===== src/rtl/edge_detect_multi_if.sv =====
// rtl/edge_detect_multi_if.sv - channel bundle between pins/buttons and event consumers
interface edge_detect_multi_if #(
    parameter int CH = 4
);
    logic [CH-1:0]   level;
    logic [2*CH-1:0] mode;
    logic [CH-1:0]   evt_clr;
    logic [CH-1:0]   filt;
    logic [CH-1:0]   rise_tick;
    logic [CH-1:0]   fall_tick;
    logic [CH-1:0]   tick;
    logic [CH-1:0]   evt_pending;
    logic            irq;

    modport master (
        output level, mode, evt_clr,
        input  filt, rise_tick, fall_tick, tick, evt_pending, irq
    );

    modport slave (
        input  level, mode, evt_clr,
        output filt, rise_tick, fall_tick, tick, evt_pending, irq
    );
endinterface


===== src/rtl/edge_detect_multi.sv =====
// rtl/edge_detect_multi.sv - multi-channel sync/debounce/edge-tick detector with sticky irq
module edge_detect_multi #(
    parameter int CH       = 4,
    parameter int SYNC     = 2,
    parameter int DEBOUNCE = 4
) (
    input logic               clk,
    input logic               rst_n,
    edge_detect_multi_if.slave bus
);
    localparam int CW = $clog2(DEBOUNCE + 1);
    localparam logic [CW-1:0] CNT_LAST = CW'(DEBOUNCE - 1);

    typedef enum logic [1:0] {
        ZERO = 2'b00,
        RISE = 2'b01,
        ONE  = 2'b10,
        FALL = 2'b11
    } state_t;

    logic [CH-1:0] filt_vec;
    logic [CH-1:0] rise_vec;
    logic [CH-1:0] fall_vec;
    logic [CH-1:0] tick_vec;
    logic [CH-1:0] pend_q;
    logic [CH-1:0] pend_d;

    for (genvar i = 0; i < CH; i++) begin : g_ch
        logic [SYNC-1:0] sync_q;
        logic            s;
        logic [CW-1:0]   cnt_q;
        logic [CW-1:0]   cnt_d;
        logic            filt_q;
        logic            filt_d;
        state_t          state_q;
        state_t          state_d;

        assign s = sync_q[SYNC-1];

        always_ff @(posedge clk or negedge rst_n) begin
            if (!rst_n) begin
                sync_q  <= '0;
                cnt_q   <= '0;
                filt_q  <= 1'b0;
                state_q <= ZERO;
            end else begin
                sync_q  <= {sync_q[SYNC-2:0], bus.level[i]};
                cnt_q   <= cnt_d;
                filt_q  <= filt_d;
                state_q <= state_d;
            end
        end

        // Any cycle where s agrees with filt restarts the count from zero.
        always_comb begin
            filt_d = filt_q;
            cnt_d  = '0;
            if (s != filt_q) begin
                if (cnt_q == CNT_LAST) begin
                    filt_d = s;
                end else begin
                    cnt_d = cnt_q + CW'(1);
                end
            end
        end

        always_comb begin
            state_d = ZERO;
            case (state_q)
                ZERO:    state_d = filt_q ? RISE : ZERO;
                RISE:    state_d = filt_q ? ONE  : FALL;
                ONE:     state_d = filt_q ? ONE  : FALL;
                FALL:    state_d = filt_q ? RISE : ZERO;
                default: state_d = ZERO;
            endcase
        end

        assign filt_vec[i] = filt_q;
        assign rise_vec[i] = (state_q == RISE);
        assign fall_vec[i] = (state_q == FALL);
        assign tick_vec[i] = (rise_vec[i] & bus.mode[2*i]) | (fall_vec[i] & bus.mode[2*i+1]);
    end

    // A new tick overrides a simultaneous clear.
    assign pend_d = (pend_q & ~bus.evt_clr) | tick_vec;

    always_ff @(posedge clk or negedge rst_n) begin
        if (!rst_n) begin
            pend_q <= '0;
        end else begin
            pend_q <= pend_d;
        end
    end

    assign bus.filt        = filt_vec;
    assign bus.rise_tick   = rise_vec;
    assign bus.fall_tick   = fall_vec;
    assign bus.tick        = tick_vec;
    assign bus.evt_pending = pend_q;
    assign bus.irq         = |pend_q;
endmodule

===== src/flat_wrapper.sv =====
// flat-port wrapper written by rule: the top's interface ports become plain ports
module edge_detect_multi_flat 
#(
    parameter int CH       = 4,
    parameter int SYNC     = 2,
    parameter int DEBOUNCE = 4
)
  (clk, rst_n, bus_level, bus_mode, bus_evt_clr, bus_filt, bus_rise_tick, bus_fall_tick, bus_tick, bus_evt_pending, bus_irq);
  edge_detect_multi_if #(.CH(CH)) bus_i ();
  input logic clk;
  input logic rst_n;
  input wire logic [$bits(bus_i.level)-1:0] bus_level;
  input wire logic [$bits(bus_i.mode)-1:0] bus_mode;
  input wire logic [$bits(bus_i.evt_clr)-1:0] bus_evt_clr;
  output wire logic [$bits(bus_i.filt)-1:0] bus_filt;
  output wire logic [$bits(bus_i.rise_tick)-1:0] bus_rise_tick;
  output wire logic [$bits(bus_i.fall_tick)-1:0] bus_fall_tick;
  output wire logic [$bits(bus_i.tick)-1:0] bus_tick;
  output wire logic [$bits(bus_i.evt_pending)-1:0] bus_evt_pending;
  output wire logic [$bits(bus_i.irq)-1:0] bus_irq;
  assign bus_i.level = bus_level;
  assign bus_i.mode = bus_mode;
  assign bus_i.evt_clr = bus_evt_clr;
  assign bus_filt = bus_i.filt;
  assign bus_rise_tick = bus_i.rise_tick;
  assign bus_fall_tick = bus_i.fall_tick;
  assign bus_tick = bus_i.tick;
  assign bus_evt_pending = bus_i.evt_pending;
  assign bus_irq = bus_i.irq;
  edge_detect_multi #(.CH(CH), .SYNC(SYNC), .DEBOUNCE(DEBOUNCE)) u_core (.clk(clk), .rst_n(rst_n), .bus(bus_i));
endmodule

===== config.mk =====
export PLATFORM = sky130hd
export DESIGN_NAME = edge_detect_multi_flat
export DESIGN_NICKNAME = d
export VERILOG_FILES = /design/src/rtl/edge_detect_multi_if.sv /design/src/rtl/edge_detect_multi.sv /design/src/flat_wrapper.sv
export SDC_FILE = /design/constraint.sdc
export NUM_CORES = 1
export LEC_CHECK = 0
export CAP_MARGIN = 20
export CORE_MARGIN = 4
export CORE_UTILIZATION = 40
export DETAILED_ROUTE_END_ITERATION = 8
export HOLD_SLACK_MARGIN = 0.1
export PLACE_DENSITY = 0.7
export SYNTH_ARGS = -nofsm -noshare
export SYNTH_HDL_FRONTEND = slang
export SYNTH_SLANG_ARGS = --single-unit

===== constraint.sdc =====
create_clock -name clk -period 1.13 [get_ports clk]
set_input_delay 0.226 -clock clk [delete_from_list [all_inputs] [get_ports clk]]
set_output_delay 0.226 -clock clk [all_outputs]
set_load 0.01 [all_outputs]

Word-level counts from Yosys, hierarchy flattened
Index checks and enable logic that the tools add are counted.
{"block": "totals", "inputBits": 18, "wordCells": 93, "ff_bits": 36, "output_inout_bits": 21}
{"block": "op_classes", "reduce_logical": 17, "add_sub_neg": 4, "muxes": 20, "n_bitwise": 15, "n_eq_ne": 20}
{"cell": "two-way mux 3 bit", "n": 8}
{"cell": "== test 2 bit (second input constant)", "n": 8}
{"cell": "one-hot mux 2 bit (2 select lines)", "n": 4}
{"cell": "OR reduction 2 bit", "n": 8}
{"cell": "adder 3 x 1 -> 3 bit (second input constant)", "n": 4}
{"cell": "== test 3 x 2 -> 1 bit (second input constant)", "n": 4}
{"cell": "AND 1 bit", "n": 8}
{"cell": "== test 2 x 1 -> 1 bit (second input constant)", "n": 4}
{"cell": "logical NOT 2 bit", "n": 4}
{"cell": "two-way mux 1 bit", "n": 8}
{"cell": "AND reduction 2 bit", "n": 4}
{"cell": "AND 4 bit", "n": 1}
{"cell": "inequality test 1 bit", "n": 4}
{"cell": "NOT 4 bit", "n": 1}
{"cell": "bitwise OR 1 bit", "n": 4}
{"cell": "bitwise OR 4 bit", "n": 1}
{"cell": "OR reduction 4 bit", "n": 1}

Depth between registers and ports, before layout
Gate-level depths: netlist of run 1.
{"block": "depth", "depth_word": 4, "mapped_depth": 4, "depth_no_buf": 4}

Least setup slack after synthesis of run 1
OpenSTA, ideal clock, no wires.
{"block": "synth_timing", "kind": "register to register", "from": "register u_core.g_ch[0].state_q[0]", "to": "register u_core.pend_q[0] (netlist: u_core.bus.evt_pending[0])", "stages_incl_launch_ff": 4, "n_path_buf": 0, "arrival_ps": 1014, "setup_slack_ps": -8, "t_required_ps": 1006, "setup_time_ps": 124, "period_less_slack_ps": 1138, "path_cell_list": "dfrtp_1 > ha_1 > a22o_1 > o21bai_1"}
{"block": "synth_between", "elab_chain_len": 4, "elab_cells_between_ends": 6, "classes_between": "2 x eq/ne; 4 x bitwise"}
{"element": "from (decl)", "line_no": "edge_detect_multi.sv:35", "text": "state_t state_q;"}
{"element": "from (signal assigned)", "line_no": "edge_detect_multi.sv:50", "text": "state_q <= state_d;"}
{"element": "== test 2 x 1 -> 1 bit", "line_no": "edge_detect_multi.sv:79", "text": "assign rise_vec[i] = (state_q == RISE);"}
{"element": "named net bus_rise_tick[0]", "line_no": "flat_wrapper.sv:16", "text": "output wire logic [$bits(bus_i.rise_tick)-1:0] bus_rise_tick;"}
{"element": "AND 1 bit", "line_no": "edge_detect_multi.sv:81", "text": "assign tick_vec[i] = (rise_vec[i] & bus.mode[2*i]) | (fall_vec[i] & bus.mode[2*i+1]);"}
{"element": "bitwise OR 1 bit", "line_no": "edge_detect_multi.sv:81"}
{"element": "named net bus_tick[0]", "line_no": "flat_wrapper.sv:18", "text": "output wire logic [$bits(bus_i.tick)-1:0] bus_tick;"}
{"element": "bitwise OR 4 bit", "line_no": "edge_detect_multi.sv:85", "text": "assign pend_d = (pend_q & ~bus.evt_clr) | tick_vec;"}
{"element": "named net u_core.pend_d[0]", "line_no": "edge_detect_multi.sv:26", "text": "logic [CH-1:0] pend_d;"}
{"element": "to (signal assigned)", "line_no": "edge_detect_multi.sv:91", "text": "pend_q <= pend_d;"}
{"element": "to (decl)", "line_no": "edge_detect_multi.sv:25", "text": "logic [CH-1:0] pend_q;"}
The timed path passes the listed nets, and every way through them passes these cells.
A chain may end at the register's enable or synchronous reset.

Worst setup path in the final report of run 1
{"block": "layout_timing", "from": "register u_core.g_ch[1].state_q[0]", "to": "output port bus_tick[1]"}
{"block": "layout_between", "elab_chain_len": 3, "elab_cells_between_ends": 5, "classes_between": "2 x eq/ne; 3 x bitwise"}
{"element": "from (decl)", "line_no": "edge_detect_multi.sv:35"}
{"element": "from (signal assigned)", "line_no": "edge_detect_multi.sv:50"}
{"element": "== test 2 x 1 -> 1 bit / == test 2 bit (equally long branches)", "line_no": "edge_detect_multi.sv:79, edge_detect_multi.sv:80"}
{"element": "AND 1 bit", "line_no": "edge_detect_multi.sv:81"}
{"element": "bitwise OR 1 bit *", "line_no": "edge_detect_multi.sv:81"}
{"element": "to (decl)", "line_no": "flat_wrapper.sv:18"}
Mark *: on every way between the ends. The rest lies on a longest branch, timed or not.

==> flow_summary.yaml, run 1 <==
placed_design:
  dp_hpwl_um: 2020
  port-buffer-count: 38
  place_area_um2: 1970
  dpl.cell_count: 196
  gpl.final_weighted_congestion: 0.648
critical_path:
  cp-end-kind: "primary output"
  timing.reg2reg.setup_slack_ps: -70
  crit_fanout: 2
  cp_slowest_cell: "dfrtp_1"
  crit_path_max_incr_delay_ps: 400
  worst_ep_required_time_ps: 900
  cp_data_arrival_time_ps: 1290
  crit_path_cell_trace: "ha_2, a22o_1, buf_2"
  r2r_cells: 5
  cp-start-kind: "flip-flop"
  regToRegEndpoint: "u_core.bus.evt_pending[0]$_DFF_PN0_"
  crit-reg2reg-launch: "u_core.g_ch[0].state_q[1]$_DFF_PN0_"
  critPathKind: "flip-flop to primary output"
floorplanning:
  core_area_um2: 3390
  fp-row-count: 21
  floorplan.die_area_um2: 4610
  fp.dieH_um: 67.9
  die_x_um: 67.9
  io-pin-count: 39
  initial_core_util: 0.423
cts:
  cts-root-to-sink-buffers: 2
  cts_tree: "built"
  cts.reportedPaths.clkPinSlew_ps: 100
  clkLatencyLatePin_ps: 330
  cts.htree.levels: 2
  cts.root.buffer_cell: "clkbuf_4"
  tritoncts_num_sinks: 36
  numCtsBuffers: 5
sta:
  rsz_0062_raised_after_global_routing: "true"
  totalNegativeSetupSlack_ps: -3510
  least_margin_pin_slew_ps: 372
  clock_period_minus_worst_slack_ps: 1520
  worst_clock_skew_ps: 6.12
  final_hold_violating_endpoints: 0
  slew_limit_fails: 0
  layout_worst_path_cycle_share: 1.34
  final.setup.worst_slack_ps: -386
  maxSlewHeadroom: 0.752
  setup_viol: 18
  fmax_mhz: 660
route:
  totalWireLength_um: 2810
  vias_per_instance: 4.46
  drtIter0Drc: 22
  post-route-drc-count: 0
  detail-route-antenna-nets: 0
  dr_total_vias: 977
  detail_route.first_pass.iterations: 3
  wl_per_cell_um: 12.8
synthesis:
  avgSynthCellArea_um2: 14.2
  synth.yosys.warnings: 0
  instance_count_of_the_mapped_netlist: 101
  synth_seq_area_share: 0.628
  synth_largest_type_area_fraction: 0.628
  yosys.cell_types.count: 15
  yosysTopAreaCell: "dfrtp_1"
  yosys_register_bits: 36
  synthTopCellsByArea: "dfrtp_1, ha_1, xnor2_1, inv_1, mux2_2"
  syn-cell-area_um2: 1430
  synthesis.nets: 131
job:
  drv.max_cap_violation_count: 0
power:
  power.share.switching: 0.320
  seq_power_share: 0.346
  power_per_cell_area_nw_per_um2: 2600
  clock_power_share: 0.124
  p_switching_mw: 1.83
  design_power_total_mw: 5.70
  comb_power_share: 0.530
  worst_voltage_drop_across_the_vdd_grid_v: 0.00112
  p_int_mw: 3.88
  cellLeakagePower_nw: 1.06
grt:
  grt_pass1_vias: 1019
  initial_antenna_violation_count: 0
  globalRouteTotalUtil: 0.135
  globalRouteOverflowTotal: 0
  grt_max_degree: 23
  grt_pass1_wl_um: 4480
outcome:
  run_status: "complete, but fails checks"
  failing_checks: "negative setup slack"
finish:
  drive_gt1_frac: 0.486
  syn_to_final_growth_pct: 52.8
  ff_latch_area_um2: 901
  filler_cell_count: 263
  nets: 202
  multi_input_comb_area_um2: 557
  n_diodes: 0
  stdcell_area_um2: 2190
  final_cell_count_no_fill: 219
worst_hold_path:
  hp-class: "input pin to async pin"
==> registers in the layout, indices dropped and copies added (netlist names) <==
register                cells
u_core.g_ch.cnt_q          12
u_core.g_ch.state_q         8
u_core.g_ch.sync_q          8
u_core.bus.evt_pending      4
u_core.g_ch.filt_q          4
==> layout make-up <==
cell class,instances,share of cell area
tap,46,0.0263
inverter,12,0.0206
timing repair buffer,68,0.261
sequential,36,0.411
multi-input combinational,49,0.254
clock buffer,8,0.0268
==> worst max path at each step <==
stage	startpoint	endpoint	slack, ps	depth (start not counted)
2_1_floorplan	u_core.g_ch[0].state_q[0]$_DFF_PN0_	u_core.bus.evt_pending[0]$_DFF_PN0_	10	3
3_3_place_gp	bus_mode[6]	bus_tick[3]	-460	3
3_5_place_dp	bus_mode[1]	bus_tick[0]	-480	3
5_1_grt	u_core.g_ch[3].state_q[1]$_DFF_PN0_	bus_tick[3]	-450	4
6_report	u_core.g_ch[1].state_q[0]$_DFF_PN0_	bus_tick[1]	-390	3
4_1_cts	u_core.g_ch[3].state_q[0]$_DFF_PN0_	bus_tick[3]	-390	3
==> placed cells by master (no fill, tap or decap) <==
cell / n
dfrtp_1: 36
buf_4: 25
clkdlybuf4s50_1: 16
buf_2: 13
buf_6: 11
ha_2: 10
inv_1: 9
xnor2_1: 7
nor3b_1: 5
clkbuf_4: 5
nor2b_4: 4
a22o_1: 4
mux2_4: 4
nor3_1: 3
inv_2: 3
o21bai_1: 3
nor3b_2: 2
clkbuf_1: 2
o21bai_4: 1
xnor2_2: 1
nor3_2: 1
nor2b_1: 1
nand4_1: 1
ha_4: 1
ha_1: 1
clkbuf_8: 1
dlygate4sd3_1: 1
clkbuf_2: 1
buf_12: 1
==> cells by family after synthesis <==
group / Yosys count / share of synthesized area
adder cells (fa/ha/maj): 12 / 0.105
buffers and inverters: 16 / 0.0524
XOR/XNOR: 8 / 0.0489
flip-flops: 36 / 0.628
AO/OA/AOI/OAI: 8 / 0.0454
AND/OR/NAND/NOR: 17 / 0.0890
multiplexers: 4 / 0.0314
==> repair_timing <==
| item | 4_1_cts | 5_1_grt |
|---|---|---|
| pin swaps | 14 | 7 |
| cloned | 0 | 0 |
| setup buffers | 9 | 6 |
| setup endpoints to repair | 28 | 30 |
| gates resized for setup | 106 | 11 |
| hold buffers | 1 | 0 |
| hold endpoints to repair | 28 | 0 |
==> routing by layer <==
metal | up-vias | global-route usage | part of all wire
met3 | 4 | 0.0558 | 0.075
li1 | 472 | - | -
met2 | 28 | 0.253 | 0.55
met1 | 473 | 0.137 | 0.37
met4 | 0 | 0.0372 | 0.0078
met5 | - | 0 | 0
==> power by group through the flow <==
stage	Combinational, mW	Sequential, mW	Clock (mW)
3_3_place_gp	2.59	1.94	0
3_5_place_dp	2.69	1.97	0
5_1_grt	3.35	2.02	0.805
4_1_cts	2.73	1.96	0.736
6_report	3.02	1.97	0.708
2_1_floorplan	1.38	2.01	0
==> synthesized netlist by cell type <==
library cell  number
xnor2_1            8
nor3_1             4
ha_1              12
mux2_2             4
nor2b_2            2
nor3b_2            1
dfrtp_1           36
nor2b_4            1
inv_1             12
nor2b_1            2
a22o_1             4
nand4_1            1
buf_4              4
o21bai_1           4
nor3b_1            6
==> metrics by stage <==
stage,hold WS [ps],util,worst slack [ps]
floorplan,-69.6,-,12.3
global placement,154,0.582,-460
detailed placement,159,0.582,-478
CTS,311,0.618,-394
global route,292,0.646,-455
finish,323,0.646,-386
==> worst max-delay path: cells and delay by family, from the launching register on <==
kind            cells  cell delay, ps
buf+inv             1             150
flops               1             400
fa+ha+maj           1             190
compound gates      1             230
Power figures use the tool's default switching activity.
==> inputs of run 2 (changes only) <==
CORE_ASPECT_RATIO = 0.5   (was default)
SLEW_MARGIN = 20   (was default)
==> run 2 against run 1 <==
Compared with the run above:
- sequential share of layout area down 0.62 points
- worst setup slack better by 71 ps
- first-iteration DRC count unchanged
- design area rose by 1.5%
- total power grew 4.9%
- critical endpoint is now bus_tick[0]
- largest power group unchanged
- the run still ends with negative setup slack left
- clock skew decreased by 2.0 ps
- critical path depth unchanged
==> flow_summary.yaml, run 2 (same netlist as run 1, synthesis figures left out) <==
outcome:
  failing_checks: "negative setup slack"
  run_status: "complete, but fails checks"
sta:
  fin_hold_ws_ps: 350
  fmax_mhz: 692
  worst_clock_skew_ps: 4.15
  least_margin_pin_slew_ps: 330
  final.setup.worst_slack_ps: -315
  layout_worst_path_cycle_share: 1.28
  setup_viol: 17
  final_hold_violating_endpoints: 0
  rsz_0062_raised_after_global_routing: "true"
  slew_limit_fails: 0
  clock_period_minus_worst_slack_ps: 1450
  maxSlewHeadroom: 0.778
route:
  dr_total_vias: 941
  detail_route.first_pass.iterations: 4
  detail-route-antenna-nets: 0
  wl_per_cell_um: 11.0
  vias_per_instance: 4.20
  totalWireLength_um: 2470
  drtIter0Drc: 22
  post-route-drc-count: 0
critical_path:
  cp-start-kind: "flip-flop"
  cp_data_arrival_time_ps: 1220
  cp-end-kind: "primary output"
  critPathKind: "flip-flop to primary output"
  worst_ep_required_time_ps: 900
  crit_fanout: 2
power:
  clock_power_share: 0.182
  p_switching_mw: 1.79
  p_int_mw: 4.19
  power_per_cell_area_nw_per_um2: 2690
  seq_power_share: 0.329
  comb_power_share: 0.489
  worst_voltage_drop_across_the_vdd_grid_v: 0.000865
  cellLeakagePower_nw: 1.07
  design_power_total_mw: 5.98
  power.share.switching: 0.300
finish:
  max_ffs_per_register: 12
  layout_top_registers: "u_core.g_ch.cnt_q x12, u_core.g_ch.state_q x8, u_core.g_ch.sync_q x8"
  mostFrequentLayoutCell: "dfrtp_1"
  postLayoutCoreUtil: 0.648
  n_diodes: 0
  layout.cells.most_common_list: "dfrtp_1, buf_4, clkdlybuf4s50_1"
  syn_to_final_growth_pct: 55.1
  filler_cell_count: 272
  largest-register: "u_core.g_ch.cnt_q"
  nets: 202
  drive_gt1_frac: 0.480
cts:
  cts-root-to-sink-buffers: 2
  clkLatencyLatePin_ps: 280
  cts.root.buffer_cell: "clkbuf_8"
  numCtsBuffers: 5
  cts_tree: "built"
  cts.reportedPaths.clkPinSlew_ps: 70
  tritoncts_num_sinks: 36
  cts.htree.levels: 2
grt:
  global_route.usage.met1: 0.113
  initial_antenna_violation_count: 0
  grt_pass1_vias: 1013
  busiest_layer: "met2"
  global_route.usage.met3: 0.0464
  grt_max_degree: 37
  grt_pass1_wl_um: 4170
  global_route.usage.met2: 0.226
  globalRouteTotalUtil: 0.118
  globalRouteOverflowTotal: 0
floorplanning:
  floorplan.die_area_um2: 4660
  core_area_um2: 3430
  die_x_um: 92.7
  fp.dieH_um: 50.3
  io-pin-count: 39
  initial_core_util: 0.417
  fp-row-count: 15
placed_design:
  gpl.final_weighted_congestion: 0.687
  dp_hpwl_um: 1780
  port-buffer-count: 38
job:
  drv.max_cap_violation_count: 0
worst_hold_path:
  hp-class: "flip-flop to flip-flop"
[run 2: power by group through the flow]
stage | Sequential (mW) | Clock (mW) | Combinational [mW]
final | 1.97 | 1.09 | 2.93
after global routing | 2.03 | 1.17 | 3.25
after CTS | 1.95 | 1.11 | 2.80
after detailed placement | 1.98 | 0 | 2.70
after global placement | 1.94 | 0 | 2.62
after floorplan | 2.01 | 0 | 1.38
[run 2: per-stage QoR]
step	setup slack, ps	cells	TNS [ps]	cell area, um2
finish	-315	224	-2320	2220
global route	-391	224	-3400	2220
CTS	-320	221	-2580	2180
detailed placement	-465	202	-3950	1990
global placement	-456	202	-3620	1990
floorplan	12.3	101	0	1440
[run 2: path summary, 6_finish.rpt]
kind	start	to	slack [ps]	cells past startpoint
setup / recovery	u_core.g_ch[0].state_q[0]$_DFF_PN0_	bus_tick[0]	-320	3
hold / removal	u_core.g_ch[0].sync_q[0]$_DFF_PN0_	u_core.g_ch[0].sync_q[1]$_DFF_PN0_	350	0
setup reg to reg	u_core.g_ch[2].state_q[1]$_DFF_PN0_	u_core.bus.evt_pending[2]$_DFF_PN0_	-50	5
hold reg to reg	u_core.g_ch[0].sync_q[0]$_DFF_PN0_	u_core.g_ch[0].sync_q[1]$_DFF_PN0_	350	0
max in group asynchronous	rst_n	u_core.g_ch[0].state_q[1]$_DFF_PN0_	520	3
min in group asynchronous	rst_n	u_core.g_ch[2].cnt_q[1]$_DFF_PN0_	430	3
[run 2: final cells by class]
cell class	count	area (um2)	share of cell area
flip-flops and latches	36	901	0.405
repair buffers	68	582	0.262
multi-input cells	49	526	0.236
clock buffers	6	72.6	0.0326
well taps	51	63.8	0.0287
inverters	12	45.0	0.0202
clock inverters	2	35.0	0.0157
[run 2: per-layer routing]
metal / part of all wire / wire length (um)
met5: 0 / 0
met1: 0.40 / 991
met3: 0.048 / 119
met2: 0.53 / 1320
met4: 0.018 / 44
[run 2: worst max-delay path, stage by stage (launching register included)]
cell,delay [ps]
dfrtp_1,390
ha_2,200
a22o_1,210
buf_2,140
[run 2: repair_timing]
| action | in CTS | in global routing |
|---|---|---|
| setup endpoints to repair | 29 | 30 |
| buffers inserted | 10 | 5 |
| hold buffers | 1 | 0 |
| hold endpoints to repair | 36 | 0 |
| pin swaps | 11 | 6 |
| resized for setup | 92 | 21 |
